<file path="config.mk">
export PLATFORM = sky130hd
export DESIGN_NAME = sdram_port_client
export DESIGN_NICKNAME = d
export VERILOG_FILES = /design/src/rtl/sdram_port_client_pkg.sv /design/src/rtl/sdram_client_fifo.sv /design/src/rtl/sdram_port_client.sv
export SDC_FILE = /design/constraint.sdc
export NUM_CORES = 1
export LEC_CHECK = 0
export ABC_AREA = 1
export CAP_MARGIN = 20
export CORE_MARGIN = 2
export CORE_UTILIZATION = 49
export DETAILED_ROUTE_END_ITERATION = 12
export PLACE_DENSITY = 0.71
export SYNTH_ARGS = -nofsm -noshare
export SYNTH_HDL_FRONTEND = slang
export SYNTH_SLANG_ARGS = --single-unit
export TNS_END_PERCENT = 5
</file>
<file path="constraint.sdc">
create_clock -name clk -period 6.7 [get_ports clk]
set_clock_uncertainty 0.2 [all_clocks]
set_input_delay 1.34 -clock clk [delete_from_list [all_inputs] [get_ports clk]]
set_output_delay 1.34 -clock clk [all_outputs]
set_load 0.01 [all_outputs]
</file>
<file path="src/rtl/sdram_port_client_pkg.sv">
// Shared types for the sdram port client: FSM state encoding and command layout.
// Command words are packed in cmd_t field order: {we, addr, data, byte_en}.
package sdram_port_client_pkg;

    localparam int PKG_ADDR_WIDTH = 21;
    localparam int PKG_DATA_WIDTH = 32;
    localparam int PKG_DQM_WIDTH  = 4;

    typedef enum logic [1:0] {
        IDLE  = 2'd0,
        ISSUE = 2'd1,
        WAIT  = 2'd2
    } state_t;

    typedef struct packed {
        logic                      we;
        logic [PKG_ADDR_WIDTH-1:0] addr;
        logic [PKG_DATA_WIDTH-1:0] data;
        logic [PKG_DQM_WIDTH-1:0]  byte_en;
    } cmd_t;

endpackage

</file>
<file path="src/rtl/sdram_client_fifo.sv">
// Generic synchronous FIFO; DEPTH must be a power of two so pointers wrap naturally.
// A push while full is accepted only when a pop happens in the same cycle.
module sdram_client_fifo #(
    parameter int WIDTH = 8,
    parameter int DEPTH = 4
) (
    input  logic                     clk,
    input  logic                     reset_n,
    input  logic                     push,
    input  logic [WIDTH-1:0]         din,
    input  logic                     pop,
    output logic [WIDTH-1:0]         dout,
    output logic                     full,
    output logic                     empty,
    output logic [$clog2(DEPTH):0]   count
);

    localparam int AW = $clog2(DEPTH);

    logic [WIDTH-1:0] mem [DEPTH];
    logic [AW-1:0]    wr_ptr;
    logic [AW-1:0]    rd_ptr;
    logic             do_push;
    logic             do_pop;

    assign full    = (count == (AW+1)'(DEPTH));
    assign empty   = (count == '0);
    assign do_pop  = pop && !empty;
    assign do_push = push && (!full || do_pop);
    assign dout    = empty ? '0 : mem[rd_ptr];

    always_ff @(posedge clk or negedge reset_n) begin
        if (!reset_n) begin
            wr_ptr <= '0;
            rd_ptr <= '0;
            count  <= '0;
        end else begin
            if (do_push) wr_ptr <= wr_ptr + 1'b1;
            if (do_pop)  rd_ptr <= rd_ptr + 1'b1;
            if (do_push && !do_pop)      count <= count + 1'b1;
            else if (!do_push && do_pop) count <= count - 1'b1;
        end
    end

    // Storage needs no reset: dout is masked while the FIFO is empty.
    always_ff @(posedge clk) begin
        if (do_push) mem[wr_ptr] <= din;
    end

endmodule

</file>
<file path="src/rtl/sdram_port_client.sv">
// Single-outstanding requester for one port of the multi-port sdram controller.
// Optional macro SDRAM_PORT_CLIENT_STATS_EN adds completion/timeout counters.
module sdram_port_client
    import sdram_port_client_pkg::*;
#(
    parameter int PORT_ADDR_WIDTH = PKG_ADDR_WIDTH,
    parameter int DATA_WIDTH      = PKG_DATA_WIDTH,
    parameter int DQM_WIDTH       = PKG_DQM_WIDTH,
    parameter int CMD_DEPTH       = 4,
    parameter int RSP_DEPTH       = 4,
    parameter int TIMEOUT_CYCLES  = 4096
) (
    input  logic                       clk,
    input  logic                       reset_n,
    input  logic                       cmd_valid,
    output logic                       cmd_ready,
    input  logic                       cmd_we,
    input  logic [PORT_ADDR_WIDTH-1:0] cmd_addr,
    input  logic [DATA_WIDTH-1:0]      cmd_data,
    input  logic [DQM_WIDTH-1:0]       cmd_byte_en,
    output logic                       rsp_valid,
    input  logic                       rsp_ready,
    output logic [DATA_WIDTH-1:0]      rsp_data,
    output logic [PORT_ADDR_WIDTH-1:0] port_addr,
    output logic [DATA_WIDTH-1:0]      port_data,
    output logic [DQM_WIDTH-1:0]       port_byte_en,
    output logic                       port_wr,
    output logic                       port_rd,
    input  logic                       port_available,
    input  logic                       port_ready,
    input  logic [DATA_WIDTH-1:0]      port_q,
    output logic                       busy,
    output logic                       timeout_err,
    input  logic                       err_clr
`ifdef SDRAM_PORT_CLIENT_STATS_EN
    ,
    output logic [31:0]                wr_count,
    output logic [31:0]                rd_count,
    output logic [15:0]                timeout_count
`endif
);

    localparam int CMD_W = 1 + PORT_ADDR_WIDTH + DATA_WIDTH + DQM_WIDTH;
    localparam int TMR_W = $clog2(TIMEOUT_CYCLES);
    localparam logic [TMR_W-1:0] TMR_LAST = TMR_W'(TIMEOUT_CYCLES - 1);

    state_t                     state, state_next;
    logic [TMR_W-1:0]           tmr, tmr_next;
    logic                       wr_next, rd_next;
    logic [PORT_ADDR_WIDTH-1:0] addr_next;
    logic [DATA_WIDTH-1:0]      data_next;
    logic [DQM_WIDTH-1:0]       be_next;
    logic                       tmr_expired;

    logic [CMD_W-1:0]           cmd_in, cmd_head;
    logic                       cmd_push, cmd_pop, cmd_full, cmd_empty;
    logic [$clog2(CMD_DEPTH):0] cmd_count;
    logic                       head_we;
    logic [PORT_ADDR_WIDTH-1:0] head_addr;
    logic [DATA_WIDTH-1:0]      head_data;
    logic [DQM_WIDTH-1:0]       head_be;

    logic                       rsp_push, rsp_pop, rsp_full, rsp_empty, rsp_free;
    logic [$clog2(RSP_DEPTH):0] rsp_count;

    assign cmd_in    = {cmd_we, cmd_addr, cmd_data, cmd_byte_en};
    assign cmd_push  = cmd_valid && cmd_ready;
    assign cmd_ready = !cmd_full;
    assign head_we   = cmd_head[CMD_W-1];
    assign head_addr = cmd_head[CMD_W-2 -: PORT_ADDR_WIDTH];
    assign head_data = cmd_head[DATA_WIDTH+DQM_WIDTH-1 -: DATA_WIDTH];
    assign head_be   = cmd_head[DQM_WIDTH-1:0];

    sdram_client_fifo #(.WIDTH(CMD_W), .DEPTH(CMD_DEPTH)) u_cmd_fifo (
        .clk     (clk),
        .reset_n (reset_n),
        .push    (cmd_push),
        .din     (cmd_in),
        .pop     (cmd_pop),
        .dout    (cmd_head),
        .full    (cmd_full),
        .empty   (cmd_empty),
        .count   (cmd_count)
    );

    // A pop in the same cycle frees an entry, so a read may issue into a full FIFO then.
    assign rsp_pop   = rsp_valid && rsp_ready;
    assign rsp_valid = (rsp_count != '0);
    assign rsp_free  = !rsp_full || (rsp_ready && !rsp_empty);

    sdram_client_fifo #(.WIDTH(DATA_WIDTH), .DEPTH(RSP_DEPTH)) u_rsp_fifo (
        .clk     (clk),
        .reset_n (reset_n),
        .push    (rsp_push),
        .din     (port_q),
        .pop     (rsp_pop),
        .dout    (rsp_data),
        .full    (rsp_full),
        .empty   (rsp_empty),
        .count   (rsp_count)
    );

    assign busy        = (state != IDLE) || !cmd_empty;
    assign tmr_expired = (state == ISSUE || state == WAIT) && (tmr == TMR_LAST);

    always_ff @(posedge clk or negedge reset_n) begin
        if (!reset_n) begin
            state        <= IDLE;
            tmr          <= '0;
            port_wr      <= 1'b0;
            port_rd      <= 1'b0;
            port_addr    <= '0;
            port_data    <= '0;
            port_byte_en <= '0;
            timeout_err  <= 1'b0;
        end else begin
            state        <= state_next;
            tmr          <= tmr_next;
            port_wr      <= wr_next;
            port_rd      <= rd_next;
            port_addr    <= addr_next;
            port_data    <= data_next;
            port_byte_en <= be_next;
            timeout_err  <= tmr_expired || (timeout_err && !err_clr);
        end
    end

    // Timeout takes priority over acceptance and completion in the same cycle.
    always_comb begin
        state_next = state;
        tmr_next   = tmr;
        wr_next    = port_wr;
        rd_next    = port_rd;
        addr_next  = port_addr;
        data_next  = port_data;
        be_next    = port_byte_en;
        cmd_pop    = 1'b0;
        rsp_push   = 1'b0;
        case (state)
            IDLE: begin
                if (cmd_count != '0 && (head_we || rsp_free)) begin
                    addr_next  = head_addr;
                    data_next  = head_data;
                    be_next    = head_be;
                    wr_next    = head_we;
                    rd_next    = !head_we;
                    tmr_next   = '0;
                    state_next = ISSUE;
                end
            end
            ISSUE: begin
                if (tmr_expired) begin
                    wr_next    = 1'b0;
                    rd_next    = 1'b0;
                    cmd_pop    = 1'b1;
                    state_next = IDLE;
                end else begin
                    tmr_next = tmr + 1'b1;
                    if (port_available) begin
                        wr_next    = 1'b0;
                        rd_next    = 1'b0;
                        state_next = WAIT;
                    end
                end
            end
            WAIT: begin
                if (tmr_expired) begin
                    cmd_pop    = 1'b1;
                    state_next = IDLE;
                end else begin
                    tmr_next = tmr + 1'b1;
                    if (port_ready) begin
                        cmd_pop    = 1'b1;
                        rsp_push   = !head_we;
                        state_next = IDLE;
                    end
                end
            end
            default: begin
                wr_next    = 1'b0;
                rd_next    = 1'b0;
                state_next = IDLE;
            end
        endcase
    end

`ifdef SDRAM_PORT_CLIENT_STATS_EN
    logic completed;
    assign completed = (state == WAIT) && port_ready && !tmr_expired;

    always_ff @(posedge clk or negedge reset_n) begin
        if (!reset_n) begin
            wr_count      <= '0;
            rd_count      <= '0;
            timeout_count <= '0;
        end else begin
            if (completed && head_we)  wr_count <= wr_count + 32'd1;
            if (completed && !head_we) rd_count <= rd_count + 32'd1;
            if (tmr_expired)           timeout_count <= timeout_count + 16'd1;
        end
    end
`endif

endmodule
</file>
==> results of run 1 <==
registers in the layout (all words and copies together), names as in the netlist:
register           cells
timeout_err            1
port_byte_en           4
u_cmd_fifo.mem       232
tmr                   12
u_cmd_fifo.wr_ptr      2
u_rsp_fifo.wr_ptr      2
state                  2
port_data             32
port_wr                1
u_rsp_fifo.mem       128
u_cmd_fifo.rd_ptr      2
u_cmd_fifo.count       3
u_rsp_fifo.count       3
port_addr             21
u_rsp_fifo.rd_ptr      2
port_rd                1
cells in the mapped netlist (all sizes together):
cell	number	area, µm²
nor3b	2	15.01
xnor2	4	35.03
nand4	9	56.30
fa	2	40.04
nand3	28	160.2
dfrtp	88	2202
o21a	1	7.510
o22ai	57	356.6
nor3	1	5.000
o21ai	184	920.9
o21bai	1	7.510
a21oi	37	185.2
nand2	83	326.6
inv	53	201.5
buf	36	249.0
xor2	9	78.83
nor2	445	1710
clkinv	1	3.750
edfxtp	360	10810
a211oi	1	7.510
ha	14	175.2
clkbuf	40	151.4
routing by layer:
metal	wire (µm)	GRT usage (%)
met4	1016	7.632
met2	18820	33.23
met3	2661	4.644
met5	22	0
met1	16770	27.94
power breakdown:
part,switching (mW),internal [mW]
Sequential,0.296,3.60
Clock,1.03,1.46
Combinational,2.14,1.39
cell usage in the layout, fill, tap and decap left out, types with 3 or more instances in the layout:
master,instances
sky130_fd_sc_hd__diode_2,5
sky130_fd_sc_hd__nand3_1,24
sky130_fd_sc_hd__xor2_1,9
sky130_fd_sc_hd__inv_2,3
sky130_fd_sc_hd__buf_16,5
sky130_fd_sc_hd__clkinvlp_4,3
sky130_fd_sc_hd__nand2_1,79
sky130_fd_sc_hd__clkinv_2,5
sky130_fd_sc_hd__nand3_2,4
sky130_fd_sc_hd__ha_1,14
sky130_fd_sc_hd__o21ai_0,181
sky130_fd_sc_hd__xnor2_1,4
sky130_fd_sc_hd__inv_1,49
sky130_fd_sc_hd__bufinv_16,3
sky130_fd_sc_hd__clkbuf_8,8
sky130_fd_sc_hd__a21oi_1,37
sky130_fd_sc_hd__nor2_1,422
sky130_fd_sc_hd__clkbuf_1,14
sky130_fd_sc_hd__nand2_2,3
sky130_fd_sc_hd__o22ai_1,57
sky130_fd_sc_hd__nand4_1,9
sky130_fd_sc_hd__dfrtp_1,85
sky130_fd_sc_hd__nor2_2,14
sky130_fd_sc_hd__clkdlybuf4s50_1,190
sky130_fd_sc_hd__nor2_4,9
sky130_fd_sc_hd__buf_4,11
sky130_fd_sc_hd__clkbuf_16,45
sky130_fd_sc_hd__o21ai_1,3
sky130_fd_sc_hd__edfxtp_1,360
worst reg2reg max path, delay by kind of cell (launching register included):
family | cells | cell delay (ps)
DFF | 1 | 340
buffers and inverters | 4 | 1490
AOI/OAI and AO/OA | 2 | 280
xor gates and xnor gates | 1 | 130
and+or+nand+nor | 4 | 740
adders and majority gates | 2 | 540
through the flow:
step                      setup WS (ps)  util [%]  hold slack [ps]  instances  power (mW)
after floorplan                    2113         -            267.5       1456       6.047
after global placement             2157     56.05            267.0       2042       7.301
after detailed placement           2549     56.26            277.6       2045       7.438
after CTS                          2222     60.42            291.6       2128       9.935
after global routing               2094     60.68            320.3       2135       10.50
final                              2299     60.68            292.0       2136       9.913
logic make-up after synthesis:
kind of cell	after synthesis	synth area share, %
AND/OR/NAND/NOR	568	12.84
flip-flops	448	73.49
AO/OA/AOI/OAI	281	8.388
buffers and inverters	130	3.420
adder cells (fa/ha/maj)	16	1.215
XOR/XNOR	13	0.6431
final timing paths:
check | slack (ps) | startpoint | end
setup / recovery | 2300 | u_rsp_fifo.rd_ptr[0] | rsp_data[13]
hold / removal | 290 | port_addr[10] | port_addr[10]
setup reg to reg | 2870 | u_cmd_fifo.rd_ptr[1] | u_rsp_fifo.count[2]
hold reg to reg | 290 | port_addr[10] | port_addr[10]
max in group asynchronous | 4610 | reset_n | port_data[0]
min in group asynchronous | 510 | reset_n | port_addr[20]
layout make-up:
| type | instances | area share [%] |
|---|---|---|
| well taps | 461 | 2.672 |
| flip-flops and latches | 448 | 60.32 |
| multi-input cells | 878 | 19.23 |
| repair buffers | 207 | 9.924 |
| clock inverters | 16 | 0.8811 |
| diodes | 5 | 0.05797 |
| clock buffers | 67 | 5.971 |
| inverters | 54 | 0.9507 |
==> insert_results.sql, run 1 <==
INSERT INTO impl_metrics (metric_group, metric, value, unit) VALUES
('run_status', 'status', 'completed', ''),
('timing', 'max-slew-margin-rel', '26.09', '%'),
('synth', 'cell_variety_after_synth', '35', ''),
('detailed_routing', 'drt_drc_violations_left', '0', ''),
('critical_path', 'largest_fanout_on_the_critical_path', '64', ''),
('finish', 'final-seq-area', '13020', 'µm²'),
('timing', 'timing_worst_slew_pin_value', '1107', 'ps'),
('timing', 'finalWorstPathRequiredPeriod', '4401', 'ps'),
('timing', 'grt_setup_unrepaired', 'false', ''),
('synth', 'syn-mean-instance-area', '12.16', 'µm²'),
('power', 'power.density_cell_area', '459.3', 'nW/µm²'),
('finish', 'area_delta_synth_final', '21.91', '%'),
('cts', 'cts_setup_buffers', '0', ''),
('critical_path', 'start_kind', 'register', ''),
('critical_path', 'cp.depth', '5', ''),
('floorplan', 'die_extent_in_y', '194.1', 'µm'),
('cts', 'cts_buffers', '45', ''),
('critical_path', 'critPathBufInv', '3', ''),
('cts', 'clk_transition_reported_paths', '60', 'ps'),
('detailed_routing', 'drt_first_pass_iters', '5', ''),
('cts', 'cts_hold_bufs', '0', ''),
('cts', 'clk_root_buffer_cell', 'sky130_fd_sc_hd__clkbuf_16', ''),
('critical_path', 'slowest_library_cell_on_the_worst_path', 'sky130_fd_sc_hd__dfrtp_2', ''),
('critical_path', 'critical-path-max-stage-delay', '640', 'ps'),
('timing', 'timing_max_transition_violations_final', '0', ''),
('cts', 'cts.path.max_buffers', '3', ''),
('finish', 'finish.net_count', '1747', ''),
('critical_path', 'cells_on_worst_reg2reg_path', '13', ''),
('floorplan', 'floorplan.core_area', '35570', 'µm²'),
('place', 'finalWeightedCongestion', '0.7827', ''),
('synth', 'syn_inst', '1456', ''),
('detailed_routing', 'drt-vias-per-instance', '5.382', ''),
('place', 'post_dp_cell_area', '20010', 'µm²'),
('cts', 'clkLatencyLatePin', '560', 'ps'),
('grt', 'grt_first_pass_wirelength', '61760', 'µm'),
('floorplan', 'die-area', '37670', 'µm²'),
('synth', 'syn_nets', '1569', ''),
('cts', 'post_cts_resized', '0', ''),
('critical_path', 'path_delay_family', 'buffers and inverters', ''),
('synth', 'syn_area', '17710', 'µm²'),
('detailed_routing', 'postRouteAntennaNets', '0', ''),
('timing', 'setup_violations', '0', ''),
('grt', 'grt_start_max_net_pins', '118', ''),
('synth', 'synth.yosys.seq_area_share', '73.49', '%'),
('grt', 'grt_util_all_layers', '20.72', '%'),
('finish', 'fraction_of_final_layout_cells_with_drive_strength_greater_than_1', '7.365', '%'),
('timing', 'finalHoldViolCount', '0', ''),
('finish', 'design_area', '21580', 'µm²'),
('critical_path', 'worstPathArrival', '2860', 'ps'),
('grt', 'grt_antenna_before_repair', '7', ''),
('cts', 'htreeDepth', '2', ''),
('grt', 'gr_ovfl_total', '0', ''),
('detailed_routing', 'avgRoutedWirePerCell', '18.40', 'µm'),
('finish', 'multi_input_comb_area', '4150', 'µm²'),
('detailed_routing', 'drtIter0Drc', '799', ''),
('synth', 'ys_ff_latch', '448', ''),
('grt', 'number_of_global_route_vias_before_repair', '11440', ''),
('timing', 'maxClockFrequency', '227.2', 'MHz'),
('critical_path', 'critPathKind', 'reg -> out', ''),
('cts', 'clock_tree_from_tritoncts', 'done', ''),
('hold_path', 'hold-path-cell-count', '2', ''),
('synth', 'yosysWarningCount', '0', ''),
('critical_path', 'cp-end-kind', 'output port', ''),
('floorplan', 'fp.dieW', '194.1', 'µm'),
('critical_path', 'critical_path_required', '5160', 'ps'),
('detailed_routing', 'total_via_count_in_the_routed_design', '11500', ''),
('detailed_routing', 'routed_wl', '39300', 'µm'),
('timing', 'final_min_period_over_clock_period', '65.68', '%'),
('hold_path', 'hold_class', 'reg -> reg', ''),
('flow_run', 'drv.max_cap_violation_count', '0', ''),
('place', 'dp_hpwl', '23320', 'µm'),
('floorplan', 'rows', '69', ''),
('power', 'worst_ir_drop_vdd', '0.3378', 'mV'),
('cts', 'num_clock_sinks', '448', ''),
('floorplan', 'initial_utilization', '49.78', '%'),
('timing', 'setup-tns-final', '0', 'ps'),
('place', 'port_buffers', '191', ''),
('finish', 'fill_cells', '2733', ''),
('floorplan', 'num_io_pins', '192', ''),
('critical_path', 'crit_path_cell_chain', 'clkinv_1, buf_4, o21ai_0, a21oi_1, clkdlybuf4s50_1', ''),
('power', 'p_leak', '7.661', 'nW');
No activity file was read; power rests on OpenSTA's default activity.
==> run 2: changes to the inputs <==
Clock period 6.7 ns to 4.1 ns, I/O delays scaled along.
==> run 2 against run 1 <==
  * Combinational power increased by 62%
  * Die area unchanged
  * Highest routed layer unchanged
  * Worst hold slack got worse by 180 ps
  * Via count decreased by 1.1%
  * Register-to-register slack got worse by 2000 ps
  * Routed wire length decreased by 1.1%
  * First-iteration DRC count decreased by 4.0%
==> insert_results.sql, run 2 (same netlist as run 1, synthesis figures left out) <==
INSERT INTO impl_metrics (metric_group, metric, value, unit) VALUES
('finish', 'largest_reg_flops', '232', ''),
('critical_path', 'reg2reg_setup_slack', '910', 'ps'),
('critical_path', 'largest_fanout_on_the_critical_path', '27', ''),
('grt', 'grt_first_pass_wirelength', '61710', 'µm'),
('place', 'dp_hpwl', '23300', 'µm'),
('cts', 'clk_transition_reported_paths', '60', 'ps'),
('critical_path', 'cp.depth', '6', ''),
('floorplan', 'floorplan.core_area', '35570', 'µm²'),
('power', 'worst_ir_drop_vdd', '0.4259', 'mV'),
('timing', 'post-route-worst-setup-slack', '388.7', 'ps'),
('floorplan', 'num_io_pins', '192', ''),
('cts', 'cts_hold_bufs', '0', ''),
('place', 'port_buffers', '191', ''),
('place', 'pre_cts_ws', '683.0', 'ps'),
('cts', 'clk_root_buffer_cell', 'sky130_fd_sc_hd__clkbuf_16', ''),
('critical_path', 'slowest_library_cell_on_the_worst_path', 'sky130_fd_sc_hd__dfrtp_2', ''),
('timing', 'hold_ws', '112.0', 'ps'),
('finish', 'biggestRegsByFlops', 'u_cmd_fifo.mem: 232 flops, u_rsp_fifo.mem: 128 flops, port_data: 32 flops', ''),
('finish', 'design_area', '21560', 'µm²'),
('critical_path', 'crit_top_cell', 'sky130_fd_sc_hd__nor2_1', ''),
('timing', 'finalHoldViolCount', '0', ''),
('grt', 'number_of_global_route_vias_before_repair', '11540', ''),
('critical_path', 'start_kind', 'register', ''),
('detailed_routing', 'drtIter0Drc', '767', ''),
('cts', 'cts.path.max_buffers', '3', ''),
('detailed_routing', 'drt_first_pass_iters', '6', ''),
('cts', 'num_clock_sinks', '448', ''),
('critical_path', 'worstPathArrival', '2690', 'ps'),
('place', 'post_dp_cell_area', '20130', 'µm²'),
('timing', 'setup-tns-final', '0', 'ps'),
('finish', 'register_with_the_most_flip_flops', 'u_cmd_fifo.mem', ''),
('critical_path', 'crit_path_cell_chain', 'buf_4, nor2_1, nor2_1, o21ai_0, a21oi_1, clkdlybuf4s50_1', ''),
('power', 'power.density_cell_area', '742.3', 'nW/µm²'),
('finish', 'area_delta_synth_final', '21.77', '%'),
('detailed_routing', 'avgRoutedWirePerCell', '18.14', 'µm'),
('timing', 'finalWorstPathRequiredPeriod', '3711', 'ps'),
('timing', 'final_min_period_over_clock_period', '90.52', '%'),
('critical_path', 'rr_startpoint', 'state[0]', ''),
('detailed_routing', 'drt_drc_violations_left', '0', ''),
('grt', 'grt_start_max_net_pins', '88', ''),
('detailed_routing', 'drt-vias-per-instance', '5.308', ''),
('floorplan', 'fp.dieW', '194.1', 'µm'),
('cts', 'cts_buffers', '46', ''),
('power', 'p_leak', '7.674', 'nW'),
('timing', 'timing_max_transition_violations_final', '0', ''),
('timing', 'setup_violations', '0', ''),
('critical_path', 'path_delay_family', 'buffers and inverters', ''),
('finish', 'fraction_of_final_layout_cells_with_drive_strength_greater_than_1', '7.619', '%'),
('critical_path', 'cells_on_worst_reg2reg_path', '15', ''),
('timing', 'grt_setup_unrepaired', 'false', ''),
('cts', 'post_cts_resized', '0', ''),
('critical_path', 'critical-path-max-stage-delay', '680', 'ps'),
('hold_path', 'hold_class', 'in -> async', ''),
('finish', 'most_common_cell_after_layout_fill_and_taps_aside', 'sky130_fd_sc_hd__nor2_1', ''),
('critical_path', 'critPathKind', 'reg -> out', ''),
('critical_path', 'critPathBufInv', '2', ''),
('cts', 'clkLatencyLatePin', '560', 'ps'),
('critical_path', 'timing.critical_path.from', 'u_rsp_fifo.rd_ptr[0]', ''),
('place', 'finalWeightedCongestion', '0.7932', ''),
('critical_path', 'cp-end-kind', 'output port', ''),
('floorplan', 'die_extent_in_y', '194.1', 'µm'),
('timing', 'timing_worst_slew_pin_value', '887.3', 'ps'),
('grt', 'grt_util_all_layers', '20.64', '%'),
('detailed_routing', 'postRouteAntennaNets', '0', ''),
('floorplan', 'rows', '69', ''),
('timing', 'max-slew-margin-rel', '40.84', '%'),
('floorplan', 'die-area', '37670', 'µm²'),
('finish', 'commonest_cells_after_routing_fill_and_taps_aside', 'sky130_fd_sc_hd__nor2_1, sky130_fd_sc_hd__edfxtp_1, sky130_fd_sc_hd__clkdlybuf4s50_1, sky130_fd_sc_hd__o21ai_0, sky130_fd_sc_hd__dfrtp_1', ''),
('floorplan', 'initial_utilization', '49.78', '%'),
('detailed_routing', 'routed_wl', '38870', 'µm'),
('grt', 'grt_antenna_before_repair', '4', ''),
('critical_path', 'critical_path_required', '3080', 'ps'),
('cts', 'cts_setup_buffers', '0', ''),
('run_status', 'status', 'completed', ''),
('grt', 'gr_ovfl_total', '0', ''),
('detailed_routing', 'total_via_count_in_the_routed_design', '11370', ''),
('timing', 'maxClockFrequency', '269.4', 'MHz'),
('flow_run', 'drv.max_cap_violation_count', '0', ''),
('finish', 'finish.net_count', '1759', ''),
('cts', 'clock_tree_from_tritoncts', 'done', ''),
('cts', 'htreeDepth', '2', '');
[run 2: power by group]
group	leakage (nW)	total (mW)	switching (mW)	internal, mW
clock	0.700	3.95	1.66	2.29
combinational	2.67	5.72	3.49	2.23
sequential	4.30	6.34	0.447	5.89
total	7.67	16.0	5.59	10.4
[run 2: area by class of cell]
class,count,area (µm²)
fill,2786,14010
sequential,448,13020
multi-input combinational,878,4150
timing repair buffer,218,2175
clock buffer,62,1262
tap,461,576.8
inverter,54,205.2
clock inverter,20,167.7
antenna,2,5.005
[run 2: final timing paths]
path,to
worst max-delay path,rsp_data[7]
min in group clk,port_wr
max in group asynchronous,port_data[18]
worst min register to register,port_wr
worst max register to register,u_rsp_fifo.count[2]
worst min-delay path,port_addr[4]
[run 2: per-stage QoR]
stage | utilization, % | instances | total power [mW]
after floorplan | - | 1456 | 9.881
after global placement | 56.58 | 2059 | 12.05
after detailed placement | 56.58 | 2059 | 12.19
after CTS | 60.60 | 2141 | 16.17
after global routing | 60.60 | 2141 | 17.00
final | 60.62 | 2143 | 16.00
[run 2: worst register-to-register path, cell delays in order (launching register included)]
cell and delay [ps]:
sky130_fd_sc_hd__dfrtp_1 370, sky130_fd_sc_hd__inv_1 70, sky130_fd_sc_hd__ha_1 350, sky130_fd_sc_hd__inv_1 320, sky130_fd_sc_hd__nor2_1 90, sky130_fd_sc_hd__nand3_1 80, sky130_fd_sc_hd__nor2_1 60, sky130_fd_sc_hd__inv_2 90
sky130_fd_sc_hd__nand3_2 240, sky130_fd_sc_hd__inv_1 190, sky130_fd_sc_hd__ha_1 160, sky130_fd_sc_hd__inv_1 60, sky130_fd_sc_hd__fa_1 380, sky130_fd_sc_hd__a21oi_1 150, sky130_fd_sc_hd__o21ai_0 120, sky130_fd_sc_hd__xnor2_1 140
[run 2: metal layers]
metal | global-route usage (%) | part of all wire (%)
met5 | 0 | 0.028
met4 | 5.864 | 1.9
met3 | 5.114 | 6.1
met2 | 34.26 | 49
met1 | 27.19 | 43
